## src/rtl/dmem_pkg.sv

```systemverilog
// Shared encodings for the MEM-stage data memory access controller:
// request op/size codes, controller states and read-latency bounds.
package dmem_pkg;

  typedef enum logic [1:0] {
    OP_NONE  = 2'b00,
    OP_LOAD  = 2'b01,
    OP_LOADU = 2'b10,
    OP_STORE = 2'b11
  } op_e;

  typedef enum logic [1:0] {
    SZ_B   = 2'b00,
    SZ_H   = 2'b01,
    SZ_W   = 2'b10,
    SZ_RSV = 2'b11
  } size_e;

  typedef enum logic [1:0] {
    ST_IDLE   = 2'b00,
    ST_ACCESS = 2'b01,
    ST_WAIT   = 2'b10,
    ST_RESP   = 2'b11
  } state_e;

  localparam int MEM_LAT_MIN = 1;
  localparam int MEM_LAT_MAX = 4;

endpackage

```

## src/rtl/dmem_access_ctrl_if.sv

```systemverilog
// Request, memory and response signals of the data memory controller.
// The slave modport is the controller; master is the pipeline/memory side.
interface dmem_access_ctrl_if #(
  parameter int ADDR_W = 12
);

  logic              reqValid;
  logic              reqReady;
  logic [31:0]       reqAddr;
  logic [1:0]        reqOp;
  logic [1:0]        reqSize;
  logic [31:0]       reqWdata;
  logic              memEn;
  logic [3:0]        memWe;
  logic [ADDR_W-1:0] memAddr;
  logic [31:0]       memWdata;
  logic [31:0]       memRdata;
  logic              rspValid;
  logic [31:0]       rspData;
  logic              rspFault;
  logic              busy;

  modport master (
    output reqValid, reqAddr, reqOp, reqSize, reqWdata, memRdata,
    input  reqReady, memEn, memWe, memAddr, memWdata,
           rspValid, rspData, rspFault, busy
  );

  modport slave (
    input  reqValid, reqAddr, reqOp, reqSize, reqWdata, memRdata,
    output reqReady, memEn, memWe, memAddr, memWdata,
           rspValid, rspData, rspFault, busy
  );

endinterface

```

## src/rtl/dmem_lane_align.sv

```systemverilog
// Byte-lane logic: store byte enables and lane replication, load lane extract
// and sign/zero extension, misalignment detect (only with DMEM_MISALIGN_TRAP_EN).
module dmem_lane_align
  import dmem_pkg::*;
(
  input  logic [1:0]  stAddrLo,
  input  logic [1:0]  stSize,
  input  logic [31:0] stWdata,
  input  logic [1:0]  ldAddrLo,
  input  logic [1:0]  ldSize,
  input  logic [1:0]  ldOp,
  input  logic [31:0] ldRdata,
  output logic [3:0]  byteEn,
  output logic [31:0] laneWdata,
  output logic [31:0] loadData,
  output logic        misalign
);

  logic [7:0]  ldByte_s;
  logic [15:0] ldHalf_s;
  logic        signExt_s;

  // Store side: enables follow size and low address bits, reserved size acts as word
  always_comb begin
    byteEn    = 4'b1111;
    laneWdata = stWdata;
    case (stSize)
      SZ_B: begin
        byteEn    = 4'b0001 << stAddrLo;
        laneWdata = {4{stWdata[7:0]}};
      end
      SZ_H: begin
        byteEn    = stAddrLo[1] ? 4'b1100 : 4'b0011;
        laneWdata = {2{stWdata[15:0]}};
      end
      default: begin
        byteEn    = 4'b1111;
        laneWdata = stWdata;
      end
    endcase
  end

  // Load side: half uses addr[1] only, word ignores the low address bits
  always_comb begin
    ldByte_s  = ldRdata[8*ldAddrLo +: 8];
    ldHalf_s  = ldAddrLo[1] ? ldRdata[31:16] : ldRdata[15:0];
    signExt_s = (ldOp == OP_LOAD);
    loadData  = ldRdata;
    case (ldSize)
      SZ_B:    loadData = {{24{signExt_s & ldByte_s[7]}}, ldByte_s};
      SZ_H:    loadData = {{16{signExt_s & ldHalf_s[15]}}, ldHalf_s};
      default: loadData = ldRdata;
    endcase
  end

`ifdef DMEM_MISALIGN_TRAP_EN
  // Trap detect on the incoming request
  always_comb begin
    misalign = 1'b0;
    case (stSize)
      SZ_H:    misalign = stAddrLo[0];
      SZ_W:    misalign = (stAddrLo != 2'b00);
      SZ_RSV:  misalign = 1'b1;
      default: misalign = 1'b0;
    endcase
  end
`else
  assign misalign = 1'b0;
`endif

endmodule

```

## src/rtl/dmem_access_ctrl.sv

```systemverilog
// MEM-stage data memory sequencer: one load/store per handshake, waits MEM_LAT
// for read data, returns extended load data. Trap mode via DMEM_MISALIGN_TRAP_EN.
module dmem_access_ctrl
  import dmem_pkg::*;
#(
  parameter int ADDR_W  = 12,
  parameter int MEM_LAT = 1
) (
  input  logic               clk,
  input  logic               rst_n,
  dmem_access_ctrl_if.slave  bus
);

  localparam int LAT_I = (MEM_LAT < MEM_LAT_MIN) ? MEM_LAT_MIN :
                         (MEM_LAT > MEM_LAT_MAX) ? MEM_LAT_MAX : MEM_LAT;
  localparam logic [2:0] LAT_C = 3'(LAT_I);

  state_e            state_r;
  state_e            nextState_s;
  logic [2:0]        waitCnt_r;
  logic [1:0]        op_r;
  logic [1:0]        size_r;
  logic [1:0]        addrLo_r;
  logic              reqReady_r;
  logic              busy_r;
  logic              memEn_r;
  logic [3:0]        memWe_r;
  logic [ADDR_W-1:0] memAddr_r;
  logic [31:0]       memWdata_r;
  logic              rspValid_r;
  logic [31:0]       rspData_r;
  logic              rspFault_r;
  logic              accept_s;
  logic [3:0]        byteEn_s;
  logic [31:0]       laneWdata_s;
  logic [31:0]       loadData_s;
  logic              misalign_s;
  logic              unusedAddrBits_s;

  assign accept_s         = bus.reqValid & reqReady_r & (bus.reqOp != OP_NONE);
  assign unusedAddrBits_s = ^bus.reqAddr[31:ADDR_W+2];

  dmem_lane_align u_align (
    .stAddrLo  (bus.reqAddr[1:0]),
    .stSize    (bus.reqSize),
    .stWdata   (bus.reqWdata),
    .ldAddrLo  (addrLo_r),
    .ldSize    (size_r),
    .ldOp      (op_r),
    .ldRdata   (bus.memRdata),
    .byteEn    (byteEn_s),
    .laneWdata (laneWdata_s),
    .loadData  (loadData_s),
    .misalign  (misalign_s)
  );

  // State register
  always_ff @(posedge clk or negedge rst_n) begin
    if (!rst_n) begin
      state_r <= ST_IDLE;
    end else begin
      state_r <= nextState_s;
    end
  end

  // Next-state decode; a trapped request skips the memory access entirely
  always_comb begin
    nextState_s = state_r;
    case (state_r)
      ST_IDLE: begin
        if (accept_s) begin
          if (misalign_s) nextState_s = ST_RESP;
          else            nextState_s = ST_ACCESS;
        end else begin
          nextState_s = ST_IDLE;
        end
      end
      ST_ACCESS: begin
        if (op_r == OP_STORE) nextState_s = ST_RESP;
        else                  nextState_s = ST_WAIT;
      end
      ST_WAIT: begin
        if (waitCnt_r == LAT_C) nextState_s = ST_RESP;
        else                    nextState_s = ST_WAIT;
      end
      ST_RESP: nextState_s = ST_IDLE;
      default: nextState_s = ST_IDLE;
    endcase
  end

  // Registered outputs, captured request fields and wait counter
  always_ff @(posedge clk or negedge rst_n) begin
    if (!rst_n) begin
      waitCnt_r  <= 3'd0;
      op_r       <= 2'b00;
      size_r     <= 2'b00;
      addrLo_r   <= 2'b00;
      reqReady_r <= 1'b1;
      busy_r     <= 1'b0;
      memEn_r    <= 1'b0;
      memWe_r    <= 4'b0000;
      memAddr_r  <= {ADDR_W{1'b0}};
      memWdata_r <= 32'h0000_0000;
      rspValid_r <= 1'b0;
      rspData_r  <= 32'h0000_0000;
      rspFault_r <= 1'b0;
    end else begin
      reqReady_r <= (nextState_s == ST_IDLE);
      busy_r     <= (nextState_s != ST_IDLE);
      memEn_r    <= (nextState_s == ST_ACCESS);
      rspValid_r <= (nextState_s == ST_RESP);

      if (nextState_s == ST_WAIT) begin
        waitCnt_r <= (state_r == ST_WAIT) ? waitCnt_r + 3'd1 : 3'd1;
      end else begin
        waitCnt_r <= 3'd0;
      end

      if (accept_s) begin
        op_r     <= bus.reqOp;
        size_r   <= bus.reqSize;
        addrLo_r <= bus.reqAddr[1:0];
      end

      if (nextState_s == ST_ACCESS) begin
        memAddr_r <= bus.reqAddr[ADDR_W+1:2];
        if (bus.reqOp == OP_STORE) begin
          memWe_r    <= byteEn_s;
          memWdata_r <= laneWdata_s;
        end else begin
          memWe_r    <= 4'b0000;
        end
      end else begin
        memWe_r <= 4'b0000;
      end

      // Response payload only changes on entry to RESP
      if (nextState_s == ST_RESP) begin
        if (state_r == ST_WAIT) begin
          rspData_r  <= loadData_s;
          rspFault_r <= 1'b0;
        end else if (state_r == ST_IDLE) begin
          rspData_r  <= 32'h0000_0000;
          rspFault_r <= 1'b1;
        end else begin
          rspData_r  <= 32'h0000_0000;
          rspFault_r <= 1'b0;
        end
      end
    end
  end

  assign bus.reqReady = reqReady_r;
  assign bus.busy     = busy_r;
  assign bus.memEn    = memEn_r;
  assign bus.memWe    = memWe_r;
  assign bus.memAddr  = memAddr_r;
  assign bus.memWdata = memWdata_r;
  assign bus.rspValid = rspValid_r;
  assign bus.rspData  = rspData_r;
  assign bus.rspFault = rspFault_r;

endmodule

```

## src/flat_wrapper.sv

```systemverilog
// flat-port wrapper written by rule: the top's interface ports become plain ports
module dmem_access_ctrl_flat import dmem_pkg::*;
#(
  parameter int ADDR_W  = 12,
  parameter int MEM_LAT = 1
)
  (clk, rst_n, bus_reqValid, bus_reqAddr, bus_reqOp, bus_reqSize, bus_reqWdata, bus_memRdata, bus_reqReady, bus_memEn, bus_memWe, bus_memAddr, bus_memWdata, bus_rspValid, bus_rspData, bus_rspFault, bus_busy);
  dmem_access_ctrl_if #(.ADDR_W(ADDR_W)) bus_i ();
  input  logic clk;
  input  logic rst_n;
  input wire logic [$bits(bus_i.reqValid)-1:0] bus_reqValid;
  input wire logic [$bits(bus_i.reqAddr)-1:0] bus_reqAddr;
  input wire logic [$bits(bus_i.reqOp)-1:0] bus_reqOp;
  input wire logic [$bits(bus_i.reqSize)-1:0] bus_reqSize;
  input wire logic [$bits(bus_i.reqWdata)-1:0] bus_reqWdata;
  input wire logic [$bits(bus_i.memRdata)-1:0] bus_memRdata;
  output wire logic [$bits(bus_i.reqReady)-1:0] bus_reqReady;
  output wire logic [$bits(bus_i.memEn)-1:0] bus_memEn;
  output wire logic [$bits(bus_i.memWe)-1:0] bus_memWe;
  output wire logic [$bits(bus_i.memAddr)-1:0] bus_memAddr;
  output wire logic [$bits(bus_i.memWdata)-1:0] bus_memWdata;
  output wire logic [$bits(bus_i.rspValid)-1:0] bus_rspValid;
  output wire logic [$bits(bus_i.rspData)-1:0] bus_rspData;
  output wire logic [$bits(bus_i.rspFault)-1:0] bus_rspFault;
  output wire logic [$bits(bus_i.busy)-1:0] bus_busy;
  assign bus_i.reqValid = bus_reqValid;
  assign bus_i.reqAddr = bus_reqAddr;
  assign bus_i.reqOp = bus_reqOp;
  assign bus_i.reqSize = bus_reqSize;
  assign bus_i.reqWdata = bus_reqWdata;
  assign bus_i.memRdata = bus_memRdata;
  assign bus_reqReady = bus_i.reqReady;
  assign bus_memEn = bus_i.memEn;
  assign bus_memWe = bus_i.memWe;
  assign bus_memAddr = bus_i.memAddr;
  assign bus_memWdata = bus_i.memWdata;
  assign bus_rspValid = bus_i.rspValid;
  assign bus_rspData = bus_i.rspData;
  assign bus_rspFault = bus_i.rspFault;
  assign bus_busy = bus_i.busy;
  dmem_access_ctrl #(.ADDR_W(ADDR_W), .MEM_LAT(MEM_LAT)) u_core (.clk(clk), .rst_n(rst_n), .bus(bus_i));
endmodule
```

## config.mk

```make
export PLATFORM = sky130hd
export DESIGN_NAME = dmem_access_ctrl_flat
export DESIGN_NICKNAME = d
export VERILOG_FILES = /design/src/rtl/dmem_pkg.sv /design/src/rtl/dmem_access_ctrl_if.sv /design/src/rtl/dmem_lane_align.sv /design/src/rtl/dmem_access_ctrl.sv /design/src/flat_wrapper.sv
export SDC_FILE = /design/constraint.sdc
export NUM_CORES = 1
export LEC_CHECK = 0
export CORE_MARGIN = 3
export CORE_UTILIZATION = 47
export DETAILED_ROUTE_END_ITERATION = 12
export PLACE_DENSITY = 0.92
export SYNTH_ARGS = -nofsm -noshare
export SYNTH_HDL_FRONTEND = slang
export SYNTH_SLANG_ARGS = --single-unit
```

## constraint.sdc

```tcl
create_clock -name clk -period 2.8 [get_ports clk]
set_input_delay 0.56 -clock clk [delete_from_list [all_inputs] [get_ports clk]]
set_output_delay 0.56 -clock clk [all_outputs]
set_load 0.02 [all_outputs]
```

# After elaboration in Yosys (flattened, before gate mapping)
# Index checks and enable logic that the tools add are counted.
dict set report totals {
  word_cells 56
  regBits 96
}
dict set report op_classes {
  addsub 1
  n_eq_ne 12
  n_shift 2
  n_mux 16
  n_reduce_logical 7
  bitwise_logic 4
}
# cell count
set ops {}
lappend ops {{$pmux 32 s2} 2}
lappend ops {{$mux 32} 1}
lappend ops {{$shiftx 32x6->8} 1}
lappend ops {{$mux 16} 1}
lappend ops {{$eq 2x2->1 const B} 6}
lappend ops {{$mux 4} 3}
lappend ops {{$eq 2x1->1 const B} 5}
lappend ops {{$logic_not 2->1} 4}
lappend ops {{$pmux 2 s4} 1}
lappend ops {{$pmux 4 s2} 1}
lappend ops {{$mux 3} 2}
lappend ops {{$mux 1} 5}
lappend ops {{$and 1x1->1} 4}
lappend ops {{$reduce_bool 2->1} 2}
lappend ops {{$shl 1x2->4 const A} 1}
lappend ops {{$add 3x1->3 const B} 1}
lappend ops {{$eq 3x1->1 const B} 1}
lappend ops {{$reduce_and 2->1} 1}

# Logic depth before layout (Yosys ltp)
dict set report depth {
  word_depth 6
  ltp_mapped 8
  ltp_nobuf 6
}

# By module
# Synthesis repeated with hierarchy kept, for this count alone.
dict set report unflattened {
  cells_unflattened 494
  hier_area_um2 5078.6
}
# module cells_each instances area_each_um2
set modules_own_cells {}
lappend modules_own_cells {dmem_access_ctrl 311 1 3943.8}
lappend modules_own_cells {dmem_lane_align 183 1 1134.8}

# Least setup slack after synthesis
# No wires, ideal clock.
dict set report synth_path {
  path_type {reg-to-reg}
  start {register u_core.state_r[0]}
  end {register u_core.memAddr_r[10], in the netlist u_core.bus.memAddr[10]}
  stages_incl_launch_ff 7
  arrival_ns 1.749
  path_buffers 1
  setup_slack_ns 0.926
  period_less_slack_ns 1.874
  setup_ns 0.125
  path_cell_list {dfrtp_1 > inv_1 > ha_1 > nand4bb_2 > a31oi_2 > buf_4 > mux2_2}
}
dict set report synth_between {
  elab_chain_cells 3
  elab_cells_between_ends 6
}
# element line
set synth_rtl {}
lappend synth_rtl {{start, declared} dmem_access_ctrl.sv:18} ;# state_e state_r;
lappend synth_rtl {{start signal, assigned} dmem_access_ctrl.sv:62} ;# state_r <= nextState_s;
lappend synth_rtl {{$eq 2x2->1, or another cell as far along} dmem_access_ctrl.sv:69} ;# case (state_r)
lappend synth_rtl {{$pmux 2 s4 (*)} dmem_access_ctrl.sv:69}
lappend synth_rtl {{$eq 2x1->1 (*)} dmem_access_ctrl.sv:125} ;# if (nextState_s == ST_ACCESS) begin
lappend synth_rtl {{end signal, assigned} dmem_access_ctrl.sv:102} ;# memAddr_r <= {ADDR_W{1'b0}};
lappend synth_rtl {{end signal, assigned} dmem_access_ctrl.sv:126} ;# memAddr_r <= bus.reqAddr[ADDR_W+1:2];
lappend synth_rtl {{end, declared} dmem_access_ctrl.sv:28} ;# logic [ADDR_W-1:0] memAddr_r;
# Mark *: on every way between the ends. The rest lies on a longest branch, timed or not.
# A chain may end at the register's enable or synchronous reset.

# Worst setup path after layout
dict set report layout_path {
  start {register u_core.reqReady_r, in the netlist u_core.bus.reqReady}
  end {output port bus_reqReady}
}
# element line
set layout_rtl {}
lappend layout_rtl {{start, declared} dmem_access_ctrl.sv:24} ;# logic reqReady_r;
lappend layout_rtl {{start signal, assigned} dmem_access_ctrl.sv:108} ;# reqReady_r <= (nextState_s == ST_IDLE);
lappend layout_rtl {{end, declared} flat_wrapper.sv:17} ;# output wire logic [$bits(bus_i.reqReady)-1:0] bus_reqReady;
# No word-level cell between the ends.

==> flow_metrics.env <==
export IMPL_ys_ff_latch=96
export IMPL_hp_class="input port to async pin"
export IMPL_grt_max_degree=81
export IMPL_drt_pass1_iter_count=4
export IMPL_seqPwrFrac_pct=35.6
export IMPL_numCtsBuffers=9
export IMPL_synth_edff_count=0
export IMPL_critical_path_max_stage_delay_ns=0.61
export IMPL_p_leak_nw=2.90
export IMPL_fin_cells=741
export IMPL_ctsResizeCount=0
export IMPL_vias_per_cell=5.39
export IMPL_endpoint="bus_reqReady"
export IMPL_switchingPower_w=0.00265
export IMPL_final_cell_mix="clkdlybuf4s50_1 (168), dfrtp_1 (95), nand2_1 (91)"
export IMPL_clock_path_buffers=2
export IMPL_die_area_um2=11000
export IMPL_cp_slowest_cell="clkdlybuf4s50_1"
export IMPL_cts_sinks=96
export IMPL_drive_above_1_share_pct=12.6
export IMPL_dp_cells=725
export IMPL_drt_initial_drc_count=152
export IMPL_reg2reg_setup_slack_ns=0.73
export IMPL_overflow=0
export IMPL_htreeDepth=3
export IMPL_timing_fmax_ghz=0.481
export IMPL_syn_area_um2=4610
export IMPL_dpl_hpwl_um=9510
export IMPL_pin_count=188
export IMPL_startpoint="u_core.bus.reqReady"
export IMPL_grt_first_pass_wirelength_um=20700
export IMPL_area_growth_pct=44.5
export IMPL_clk_latency_ns=0.35
export IMPL_final_nets=715
export IMPL_drt_wl_total_um=12800
export IMPL_skew_ns=0.0132
export IMPL_antenna_found_initial=0
export IMPL_path_depth=1
export IMPL_cp_arrival_ns=1.52
export IMPL_ys_warn_count=0
export IMPL_end_kind="output pin"
export IMPL_syn_area_per_cell_um2=10.5
export IMPL_setup_viol=0
export IMPL_via_count=3995
export IMPL_cts_tree="done"
export IMPL_synth_async_reset_ratio_pct=100
export IMPL_synth_cell_types=49
export IMPL_drv_slew=0
export IMPL_track_usage_pct=23.3
export IMPL_drc=0
export IMPL_worst_path_max_fanout=4
export IMPL_run_status="completed"
export IMPL_path_class="register to output pin"
export IMPL_portBuffers=169
export IMPL_avgRoutedWirePerCell_um=17.2
export IMPL_r2r_end="u_core.bus.rspData[10]"
export IMPL_synth_ff_type="dfrtp_1"
export IMPL_die_w_um=105
export IMPL_gp_congestion=0.907
export IMPL_fin_crit_ns=2.08
export IMPL_path_clk_slew_ns=0.10
export IMPL_mostFrequentLayoutCell="clkdlybuf4s50_1"
export IMPL_critPathTopFamily="buffers and inverters"
export IMPL_post_cts_buffers=0
export IMPL_seq_area_frac_synth_pct=52.1
export IMPL_worstPathCellList="clkdlybuf4s50_1"
export IMPL_swShare_pct=39.9
export IMPL_p_comb_share_pct=50.2
export IMPL_fin_setup_tns_ns=0
export IMPL_row_count=35
export IMPL_drv_cap=0
export IMPL_initial_core_util_pct=49.2
export IMPL_core_um2=9370
export IMPL_tightestPinTransition_ns=1.01
export IMPL_clock_power_share_pct=14.2
export IMPL_holdWs_ns=0.375
export IMPL_die_h_um=105
export IMPL_rr_worst_depth=4
export IMPL_syn_inst=437
export IMPL_p_int_w=0.00399
export IMPL_postCtsHoldBufs=0
export IMPL_power_density_nw_per_um2=998
export IMPL_detail_route_antenna_nets=0
export IMPL_startpoint_type="register"
export IMPL_synth_nets=545
export IMPL_diodes=0
export IMPL_critPathBufInv=1
export IMPL_cts_root_buf="clkbuf_8"
export IMPL_post_route_period_util_pct=74.3
export IMPL_hold_violations=0
export IMPL_ir_drop_v=0.000440
export IMPL_rsz0062_at_grt="false"
export IMPL_reg2reg_from="u_core.addrLo_r[1]"
export IMPL_relSlewSlack_pct=33.0
export IMPL_finalPower_w=0.00665
export IMPL_grt_pass1_vias=4177
export IMPL_cp_required_ns=2.24
-- final cells by class --
cell class	instances	area (um^2)
clock inverter	5	63.8
clock buffer	11	141
tap	129	161
multi-input combinational	309	2060
sequential	96	2400
timing repair buffer	182	1800
inverter	9	33.8
fill	671	2710
-- synth_stat cells, drive strengths merged, types with 3 or more instances --
cell	n	area share, %
a21oi	17	1.8
o31ai	10	2.3
o22ai	7	0.95
a32o	8	1.7
clkbuf	8	0.65
dfrtp	95	52
nand2b	9	1.2
mux2	25	6.2
mux2i	25	5.4
ha	5	1.4
nor2	23	1.9
inv	9	0.73
buf	15	2.0
nand2	91	7.4
nor2b	17	2.3
o21ai	44	5.6
a31oi	3	0.87
-- metrics by stage --
stage	setup WS (ns)	utilization, %	instance area (um^2)
floorplan	0.926	-	4610
global placement	0.516	68.9	6460
detailed placement	0.458	68.9	6460
CTS	0.692	71.1	6660
global route	0.589	71.1	6660
finish	0.719	71.1	6660
-- kinds of logic after synthesis --
kind of cell | synth area share, %
DFF | 52.1
and+or+nand+nor | 15.9
buffers and inverters | 3.39
xor gates and xnor gates | 0.190
muxes | 11.6
adders and majority gates | 1.36
AOI/OAI and AO/OA | 15.4
-- layer usage --
layer / vias up / track usage [%] / part of all wire (%)
met4: 0 / 8.25 / 1.9
li1: 1860 / - / -
met5: - / 0 / 0
met2: 188 / 40.2 / 49
met1: 1928 / 26.8 / 39
met3: 19 / 7.78 / 9.4
-- flip-flops by register name, summed over array words and instances (netlist names) --
signal / cells
u_core.state_r: 2
u_core.waitCnt_r: 3
u_core.addrLo_r: 2
u_core.bus.rspValid: 1
u_core.op_r: 2
u_core.bus.memEn: 1
u_core.bus.memWdata: 32
u_core.size_r: 2
u_core.bus.busy: 1
u_core.bus.rspData: 32
u_core.bus.reqReady: 1
u_core.bus.rspFault: 1
u_core.bus.memAddr: 12
u_core.bus.memWe: 4
-- power groups by stage --
stage	combinational [W]	clock, W	sequential (W)
finish	0.00333	0.000943	0.00237
global route	0.00359	0.00102	0.00244
CTS	0.00336	0.000971	0.00236
detailed placement	0.00335	0	0.00239
global placement	0.00326	0	0.00235
floorplan	0.00135	0	0.00286
-- worst min path at each step --
stage,to,slack [ns]
6_report,u_core.bus.rspData[20],0.37
2_1_floorplan,u_core.addrLo_r[0],0.26
3_5_place_dp,u_core.bus.rspData[30],0.46
4_1_cts,u_core.bus.memEn,0.39
3_3_place_gp,u_core.bus.rspData[30],0.46
5_1_grt,u_core.bus.memEn,0.43
(Power assumes the default switching activity.)
